### src/rtl/mul_sched_pkg.sv
// Shared configuration for the multiplier scheduler: requester count default,
// RISC-V M-extension multiply op encodings and the scheduler state type.
package configure;

  localparam int unsigned DEF_NREQ = 4;

  localparam logic [1:0] OP_MUL    = 2'b00;
  localparam logic [1:0] OP_MULH   = 2'b01;
  localparam logic [1:0] OP_MULHSU = 2'b10;
  localparam logic [1:0] OP_MULHU  = 2'b11;

  typedef enum logic [1:0] {
    IDLE = 2'd0,
    CALC = 2'd1,
    DONE = 2'd2
  } state_t;

endpackage

### src/rtl/mul.sv
// Combinational unsigned XLEN x XLEN multiplier; TYP picks the tree flavour
// (0 Dadda, 1 Wallace). Both flavours compute the identical full product.
module mul #(
  parameter int unsigned XLEN = 32,
  parameter int unsigned TYP  = 0
) (
  input  logic [XLEN-1:0]   a,
  input  logic [XLEN-1:0]   b,
  output logic [2*XLEN-1:0] c
);

  generate
    if (TYP == 0) begin : g_dadda
      assign c = {{XLEN{1'b0}}, a} * {{XLEN{1'b0}}, b};
    end else begin : g_wallace
      logic [2*XLEN-1:0] acc;
      // Explicit partial-product accumulation; the carry-save reduction is
      // left to synthesis, the sum of rows is what defines the result.
      always_comb begin
        acc = '0;
        for (int unsigned i = 0; i < XLEN; i++) begin
          if (b[i]) acc = acc + ({{XLEN{1'b0}}, a} << i);
        end
        c = acc;
      end
    end
  endgenerate

endmodule

### src/rtl/mul_rr_arbiter.sv
// Combinational round-robin arbiter: grants the first requester found
// searching from ptr upwards, wrapping modulo NREQ.
module mul_rr_arbiter #(
  parameter  int unsigned NREQ = 4,
  localparam int unsigned IW   = $clog2(NREQ)
) (
  input  logic [NREQ-1:0] req,
  input  logic [IW-1:0]   ptr,
  output logic [NREQ-1:0] gnt,
  output logic [IW-1:0]   gidx,
  output logic            any
);

  int unsigned j;

  always_comb begin
    gnt  = '0;
    gidx = '0;
    any  = 1'b0;
    j    = 0;
    for (int unsigned k = 0; k < NREQ; k++) begin
      j = (32'(ptr) + k) % NREQ;
      if (!any && req[j]) begin
        any    = 1'b1;
        gidx   = IW'(j);
        gnt[j] = 1'b1;
      end
    end
  end

endmodule

### src/rtl/mul_sched.sv
// Shares one multiplier between NREQ requesters: round-robin accept, sign
// pre/post-processing for MUL/MULH/MULHSU/MULHU, one op per three cycles.
module mul_sched
  import configure::*;
#(
  parameter  int unsigned XLEN = 32,
  parameter  int unsigned TYP  = 0,
  parameter  int unsigned NREQ = DEF_NREQ,
  localparam int unsigned IW   = $clog2(NREQ)
) (
  input  logic                 clock,
  input  logic                 reset,
  input  logic [NREQ-1:0]      req_valid,
  output logic [NREQ-1:0]      req_ready,
  input  logic [NREQ*XLEN-1:0] req_a,
  input  logic [NREQ*XLEN-1:0] req_b,
  input  logic [NREQ*2-1:0]    req_op,
  output logic                 rsp_valid,
  input  logic                 rsp_ready,
  output logic [IW-1:0]        rsp_id,
  output logic [XLEN-1:0]      rsp_data
);

  state_t state_q, state_d;

  logic [IW-1:0]     ptr_q;
  logic [XLEN-1:0]   mag_a_q, mag_b_q;
  logic              neg_q, hi_q;
  logic [IW-1:0]     id_q;

  logic [NREQ-1:0]   gnt;
  logic [IW-1:0]     gidx;
  logic              any;
  logic              accept;

  logic [XLEN-1:0]   a_sel, b_sel;
  logic [1:0]        op_sel;
  logic              neg_a, neg_b;
  logic [XLEN-1:0]   mag_a, mag_b;

  logic [2*XLEN-1:0] prod, prod_s;

  mul_rr_arbiter #(.NREQ(NREQ)) u_arb (
    .req  (req_valid),
    .ptr  (ptr_q),
    .gnt  (gnt),
    .gidx (gidx),
    .any  (any)
  );

  mul #(.XLEN(XLEN), .TYP(TYP)) u_mul (
    .a (mag_a_q),
    .b (mag_b_q),
    .c (prod)
  );

  always_comb begin
    a_sel  = '0;
    b_sel  = '0;
    op_sel = OP_MUL;
    for (int unsigned i = 0; i < NREQ; i++) begin
      if (gidx == IW'(i)) begin
        a_sel  = req_a[i*XLEN +: XLEN];
        b_sel  = req_b[i*XLEN +: XLEN];
        op_sel = req_op[i*2 +: 2];
      end
    end
  end

  // The most-negative operand negates to itself, which already is its
  // unsigned magnitude, so no special case is needed.
  always_comb begin
    neg_a = a_sel[XLEN-1] & ((op_sel == OP_MULH) | (op_sel == OP_MULHSU));
    neg_b = b_sel[XLEN-1] & (op_sel == OP_MULH);
    mag_a = neg_a ? -a_sel : a_sel;
    mag_b = neg_b ? -b_sel : b_sel;
  end

  assign prod_s = neg_q ? -prod : prod;

  always_comb begin
    state_d   = state_q;
    accept    = 1'b0;
    req_ready = '0;
    unique case (state_q)
      IDLE: begin
        if (any && reset) begin
          accept    = 1'b1;
          req_ready = gnt;
          state_d   = CALC;
        end
      end
      CALC: state_d = DONE;
      DONE: if (rsp_ready) state_d = IDLE;
      default: state_d = IDLE;
    endcase
  end

  always_ff @(posedge clock or negedge reset) begin
    if (!reset) state_q <= IDLE;
    else        state_q <= state_d;
  end

  always_ff @(posedge clock or negedge reset) begin
    if (!reset) begin
      ptr_q     <= '0;
      mag_a_q   <= '0;
      mag_b_q   <= '0;
      neg_q     <= 1'b0;
      hi_q      <= 1'b0;
      id_q      <= '0;
      rsp_valid <= 1'b0;
      rsp_id    <= '0;
      rsp_data  <= '0;
    end else begin
      if (accept) begin
        mag_a_q <= mag_a;
        mag_b_q <= mag_b;
        neg_q   <= neg_a ^ neg_b;
        hi_q    <= (op_sel != OP_MUL);
        id_q    <= gidx;
        ptr_q   <= (gidx == IW'(NREQ - 1)) ? '0 : gidx + IW'(1);
      end
      if (state_q == CALC) begin
        rsp_data  <= hi_q ? prod_s[2*XLEN-1:XLEN] : prod_s[XLEN-1:0];
        rsp_id    <= id_q;
        rsp_valid <= 1'b1;
      end
      if (state_q == DONE && rsp_ready) rsp_valid <= 1'b0;
    end
  end

endmodule

### config.mk
export PLATFORM = sky130hd
export DESIGN_NAME = mul_sched
export DESIGN_NICKNAME = d
export VERILOG_FILES = /design/src/rtl/mul_sched_pkg.sv /design/src/rtl/mul.sv /design/src/rtl/mul_rr_arbiter.sv /design/src/rtl/mul_sched.sv
export SDC_FILE = /design/constraint.sdc
export NUM_CORES = 2
export LEC_CHECK = 0
export BUFFER_PORTS_ARGS = -buffer_cell sky130_fd_sc_hd__buf_2
export CORE_MARGIN = 2
export CORE_UTILIZATION = 53
export DETAILED_ROUTE_END_ITERATION = 7
export PLACE_DENSITY_LB_ADDON = 0.05
export SYNTH_ARGS = -nofsm -noshare
export SYNTH_HDL_FRONTEND = slang
export SYNTH_SLANG_ARGS = --single-unit
### constraint.sdc
create_clock -name clock -period 21.2 [get_ports clock]
set_clock_uncertainty 0.15 [all_clocks]
set_input_delay 3.18 -clock clock [delete_from_list [all_inputs] [get_ports clock]]
set_output_delay 3.18 -clock clock [all_outputs]
set_load 0.01 [all_outputs]
# Word-level counts from Yosys, hierarchy flattened
# Cells that the tools add are included.
[totals]
ff_bits = 107
latch_bits = 0
ramBits = 0
mem_bits_ro = 0
inputBits = 271
elab_cells = 113
n_memories = 0
[classes]
n_addsub = 7
n_mul = 1
n_div = 0
order_cmp = 8
eq_ne = 9
shift = 0
n_mux = 54
n_bitwise = 7
n_reduce_logical = 17
[ops]
columns = ["operator", "n"]
rows = [
  ["32-bit two-way mux", 11],
  ["32-bit by 32-bit multiplier with 64-bit output", 1],
  ["64-bit two-way mux", 1],
  ["32-bit negation", 2],
  ["64-bit negation", 1],
  ["4-bit two-way mux", 6],
  ["2-bit two-way mux", 11],
  ["1-bit two-way mux", 16],
  ["2-bit by 3-bit less-than comparator with 1-bit output (second input constant)", 4],
  ["4-bit bitwise OR", 3],
  ["1-bit logical AND", 9],
  ["1-bit binary-select mux with 2-bit select", 4],
  ["1-bit demux with 2-bit select", 4],
  ["2-bit == test (second input constant)", 4],
  ["2-bit by 1-bit >= comparator with 1-bit output (second input constant)", 4],
  ["2-bit by 1-bit == test with 1-bit output (second input constant)", 3],
  ["2-bit case mux with 3 select lines", 1],
  ["2-bit by 1-bit adder with 2-bit output (second input constant)", 2],
  ["2-bit adder (second input constant)", 2],
  ["2-bit zero test", 2],
  ["2-bit != test (second input constant)", 2],
  ["2-bit nonzero test", 2],
  ["1-bit zero test", 3],
  ["1-bit AND", 2],
  ["other kinds (3)", 3],
]

# Logic depth before layout (Yosys ltp)
[depth]
word_depth = 21
mapped_depth = 34
mapped_depth_nobuf = 30

# Hierarchy
# Synthesis repeated with hierarchy kept, for this count alone.
[hier_totals]
hier_cells = 4951
area_unflattened_um2 = 42847.3
[modules_own_cells]
columns = ["mod", "n_inst", "cells_each", "area_each_um2", "seq_area_each_um2"]
rows = [
  ["mul", 1, 3697, 33327.0, 0.0],
  ["mul_sched", 1, 1209, 9097.5, 2677.6],
  ["mul_rr_arbiter", 1, 45, 422.9, 0.0],
]

# Least setup slack after synthesis
# Ideal clock, no wire load.
[synth_path]
kind = "register -> register"
from = "reg mag_a_q[16]"
to = "reg rsp_data[26]"
arrival_time_ns = 8.473
t_required_ns = 20.929
setup_slack_ns = 12.456
path_stages_with_launch = 33
path_buffers = 4
period_less_slack_ns = 8.744
cell_sequence = "dfrtp_1 > buf_1 > and2_1 > fa_1 > inv_1 > fa_1 > fa_1 > fa_1 > inv_1 > fa_1 > inv_1 > fa_1 > inv_1 > fa_1 > inv_1 > fa_1 > inv_1 > ha_1 > buf_2 > nand4_1 > o211a_1 > o21ba_2 > a311oi_1 > nor2_1 > xnor2_1 > or3_1 > clkbuf_1 > a2111oi_4 > nand2_2 > buf_6 > or4_1 > a21o_1 > a22o_1"
[synth_between]
elab_chain_len = 4
[synth_lines]
columns = ["item", "line", "source"]
rows = [
  ["start: declaration", "mul_sched.sv:27", "logic [XLEN-1:0] mag_a_q, mag_b_q;"],
  ["start signal: assignment", "mul_sched.sv:117", "mag_a_q <= mag_a;"],
  ["32-bit by 32-bit multiplier with 64-bit output *", "mul.sv:14", "assign c = {{XLEN{1'b0}}, a} * {{XLEN{1'b0}}, b};"],
  ["64-bit negation", "mul_sched.sv:79", "assign prod_s = neg_q ? -prod : prod;"],
  ["64-bit two-way mux *", "mul_sched.sv:79", ""],
  ["32-bit two-way mux *", "mul_sched.sv:125", "rsp_data <= hi_q ? prod_s[2*XLEN-1:XLEN] : prod_s[XLEN-1:0];"],
  ["end signal: assignment", "mul_sched.sv:125", ""],
  ["end: declaration", "mul_sched.sv:21", "output logic [XLEN-1:0] rsp_data"],
]
# Mark *: on every way between the ends. The rest lies on a longest branch, timed or not.
# A chain may end at the register's enable or synchronous reset.

# Worst setup path in the final report
[layout_path]
from = "reg mag_a_q[20]"
to = "reg rsp_data[29]"
# Same word-level chain as after synthesis.

==> impl_results.md <==
* Status: complete, no violations
* Crit-path max cell delay at between 0.8 and 0.9 ns
* Worst Setup EP: rsp_data[29]
* Met1 Wirelength at between 50 and 60 mm
* Setup_tns at 0 ns
* Post-CTS sizing at 0
* CTS Root Cell: clkbuf_16
* Reg2reg path depth at 29
* Die Wd at 291.5 µm
* Layout cell share with drive strength beyond 1 at 0.09274
* Die Area at around 85000 µm²
* Critical Path Start Type: flip-flop
* Critical Path AT at ~10 ns
* Synthesized area per cell at approximately 8.5 µm²
* Max-slew violation count at 0
* Syn Nets at between 6k and 7k
* CTS Hold Buffers Added at 0
* Placement Cell Area at between 40000 and 50000 µm²
* Ports at 310
* Commonest non-fill, non-tap cells in the layout: 896 x fa_1, 895 x inv_1, 697 x nand2_1
* Design area at about 46000 µm²
* Clock period minus worst slack at just over 10 ns
* Worst min path class: reg -> reg
* WP data required at approximately 21 ns
* Post-Synth Adder-Cell Area at 0.4893
* Main combinational cell family by area after synthesis: adder cells
* Area Growth Syn to Fin at 5.737%
* Starting density of the core at 0.5345
* TritonRoute pass-1 iters at 5
* Worst Path Max Fanout at 17
* Final wirelength at between 100 and 150 mm
* Worst Tran Pin Value at ~1.1 ns
* Reg2reg end: rsp_data[29]
* Flops & latches, synth at 107
* Clk sink count at 107
* FFs w/ async S/R, synth at 1.000
* Post-synthesis mux area share at 0.01062
* Slowest cell on crit path: dfrtp_1
* Vias in the first global route at 37.87k
* DR top layer: met4
* Setup CP Type: reg -> reg
* Skew-Pair Late Insertion Delay at just over 0.4 ns
* Most common cell after layout, fill and taps aside: fa_1
* RD Place Congestion at 0.9734
* Routed WL per cell at 20.93 µm
* Final Hold Fails at 0
* Initial antenna violation count at 10
* 1st-iter DRT viols at about 2.2k
* GR Util All Layers at 0.3214
* Nets at roughly 6.7k
* Clock Pin Slew Worst Setup and Hold Paths at approximately 0.08 ns
* Total grt overflow at 0
* Final setup vio count at 0
* RSZ-0062 raised after global routing: false
* H-tree depth reported by CTS at 3
* Compound-Gate Fraction of Synth Area at 0.1048
* Setup WS pre-CTS at between 10 and 15 ns
* Post-DRT Antenna Nets at 0
* Register area share after synthesis at 0.06111
* Clk buf depth at 2
* Slew headroom at 0.2423
* Max_cap viols at 0
* PortBufs at about 300
* Synth Area in Simple Gates at 0.2008
* CTS tree: built
* Post-synth EDFFs at 0
* Synth Area in XOR/XNOR at 0.02739
* First-pass GRT wire length at roughly 210 mm
* Met2 routed WL at about 66 mm
* Reg-to-Reg Start: mag_a_q[20]
* # rows at approximately 110
* Crit end category: flip-flop
* Setup WS post-layout at 10.91 ns
* Reg-to-reg slack, setup at around 11 ns
* Setup repair bufs after CTS at 0
* Largest net degree at the start of global routing at between 90 and 100
* Core Region at slightly above 80000 µm²
* Fmax at around 97 MHz
* Post-synth cell types at 99
* Period utilization at 0.4855
* DRC viols at 0
* Die height at 291.5 µm
* Ys flop type: dfrtp_1
* Vias per Instance at approximately 5.6
* Synth Instances at approximately 5.1k
* Mapped Area at 43810 µm²
* Met3 WL post-DR at between 6 and 7 mm
* Cell mode on critical path: fa_1
* DP Wirelength at 107.8 mm
* Total CTS buffers at 9
* Vias at between 30k and 40k
* Synthesis Warnings at 0
* Crit path from: mag_a_q[20]
## cell type report
type                            count  area, µm²
Sequential cell                   107       2681
Antenna cell                        5      12.51
Fill cell                        7739      35650
Tap cell                         1070       1339
Inverter                          896       3363
Clock inverter                      5      45.04
Multi-Input combinational cell   3803      36520
Timing Repair Buffer              387       2135
Clock buffer                       10      229.0
## synthesized netlist by cell type, drive strengths merged (19+ instances only)
cell type / n / area [µm²]
fa: 896 / 17940
inv: 895 / 3359
nand2: 699 / 2629
and2: 590 / 3694
clkbuf: 280 / 1052
ha: 280 / 3503
o21ai: 223 / 1131
nor2: 192 / 730.7
a21oi: 171 / 927.1
dfrtp: 107 / 2678
xnor2: 76 / 665.6
xor2: 61 / 534.3
nor3: 56 / 280.3
buf: 42 / 225.2
mux2i: 33 / 330.3
a21o: 31 / 232.7
a221oi: 29 / 254.0
nand4: 29 / 181.4
a22oi: 28 / 210.2
a31oi: 27 / 168.9
a221o: 26 / 260.3
nand3: 26 / 130.1
and3: 24 / 150.1
a211oi: 23 / 190.2
nor4: 21 / 158.9
nor2b: 20 / 125.1
o31ai: 19 / 142.6
or3: 19 / 128.9
## metrics by stage
step	hold WS, ns	utilization	std cells
2_1_floorplan	0.2886	-	5128
4_1_cts	0.3287	0.5650	6278
3_3_place_gp	0.3016	0.5616	6263
3_5_place_dp	0.3166	0.5616	6263
5_1_grt	0.3667	0.5651	6282
6_report	0.3307	0.5651	6283
## how the worst min path moves through the flow
| stage | cells after the start | startpoint | end | slack, ns |
|---|---|---|---|---|
| after floorplan | 2 | id_q[0] | rsp_id[0] | 0.29 |
| after global placement | 2 | id_q[1] | rsp_id[1] | 0.30 |
| after detailed placement | 2 | id_q[0] | rsp_id[0] | 0.32 |
| after CTS | 2 | id_q[0] | rsp_id[0] | 0.33 |
| after global routing | 2 | mag_b_q[0] | mag_b_q[0] | 0.37 |
| final | 2 | id_q[0] | rsp_id[0] | 0.33 |
## state kept, by name (all words and copies together) (netlist names)
register / flops
mag_a_q: 32
mag_b_q: 32
rsp_data: 32
id_q: 2
ptr_q: 2
rsp_id: 2
state_q: 2
hi_q: 1
neg_q: 1
rsp_valid: 1
## critical path, delay by kind of cell, from the launching register on
kind | cells | cell delay [ns]
buffers and inverters | 7 | 0.74
DFF | 1 | 0.83
and+or+nand+nor | 8 | 2.70
AOI/OAI and AO/OA | 4 | 0.86
xor gates and xnor gates | 1 | 0.57
adders and majority gates | 9 | 4.35
## kinds of logic (layout without fill, tap and decap cells)
logic type      after synthesis  after routing
simple gates               1752           1752
buf+inv                    1218           1298
xor+xnor                    137            137
flops                       107            107
compound gates              696            696
mux                          42             42
fa+ha+maj                  1176           1176
other cells                   0              5
## metal layers
layer,GRT usage,vias up
li1,-,16062
met1,0.4211,18000
met2,0.5611,1056
met3,0.02527,188
met4,0.1132,0
met5,0,-
Power is not shown: default switching activity piles up to over one toggle a cycle in this logic, so the estimate is an artifact.
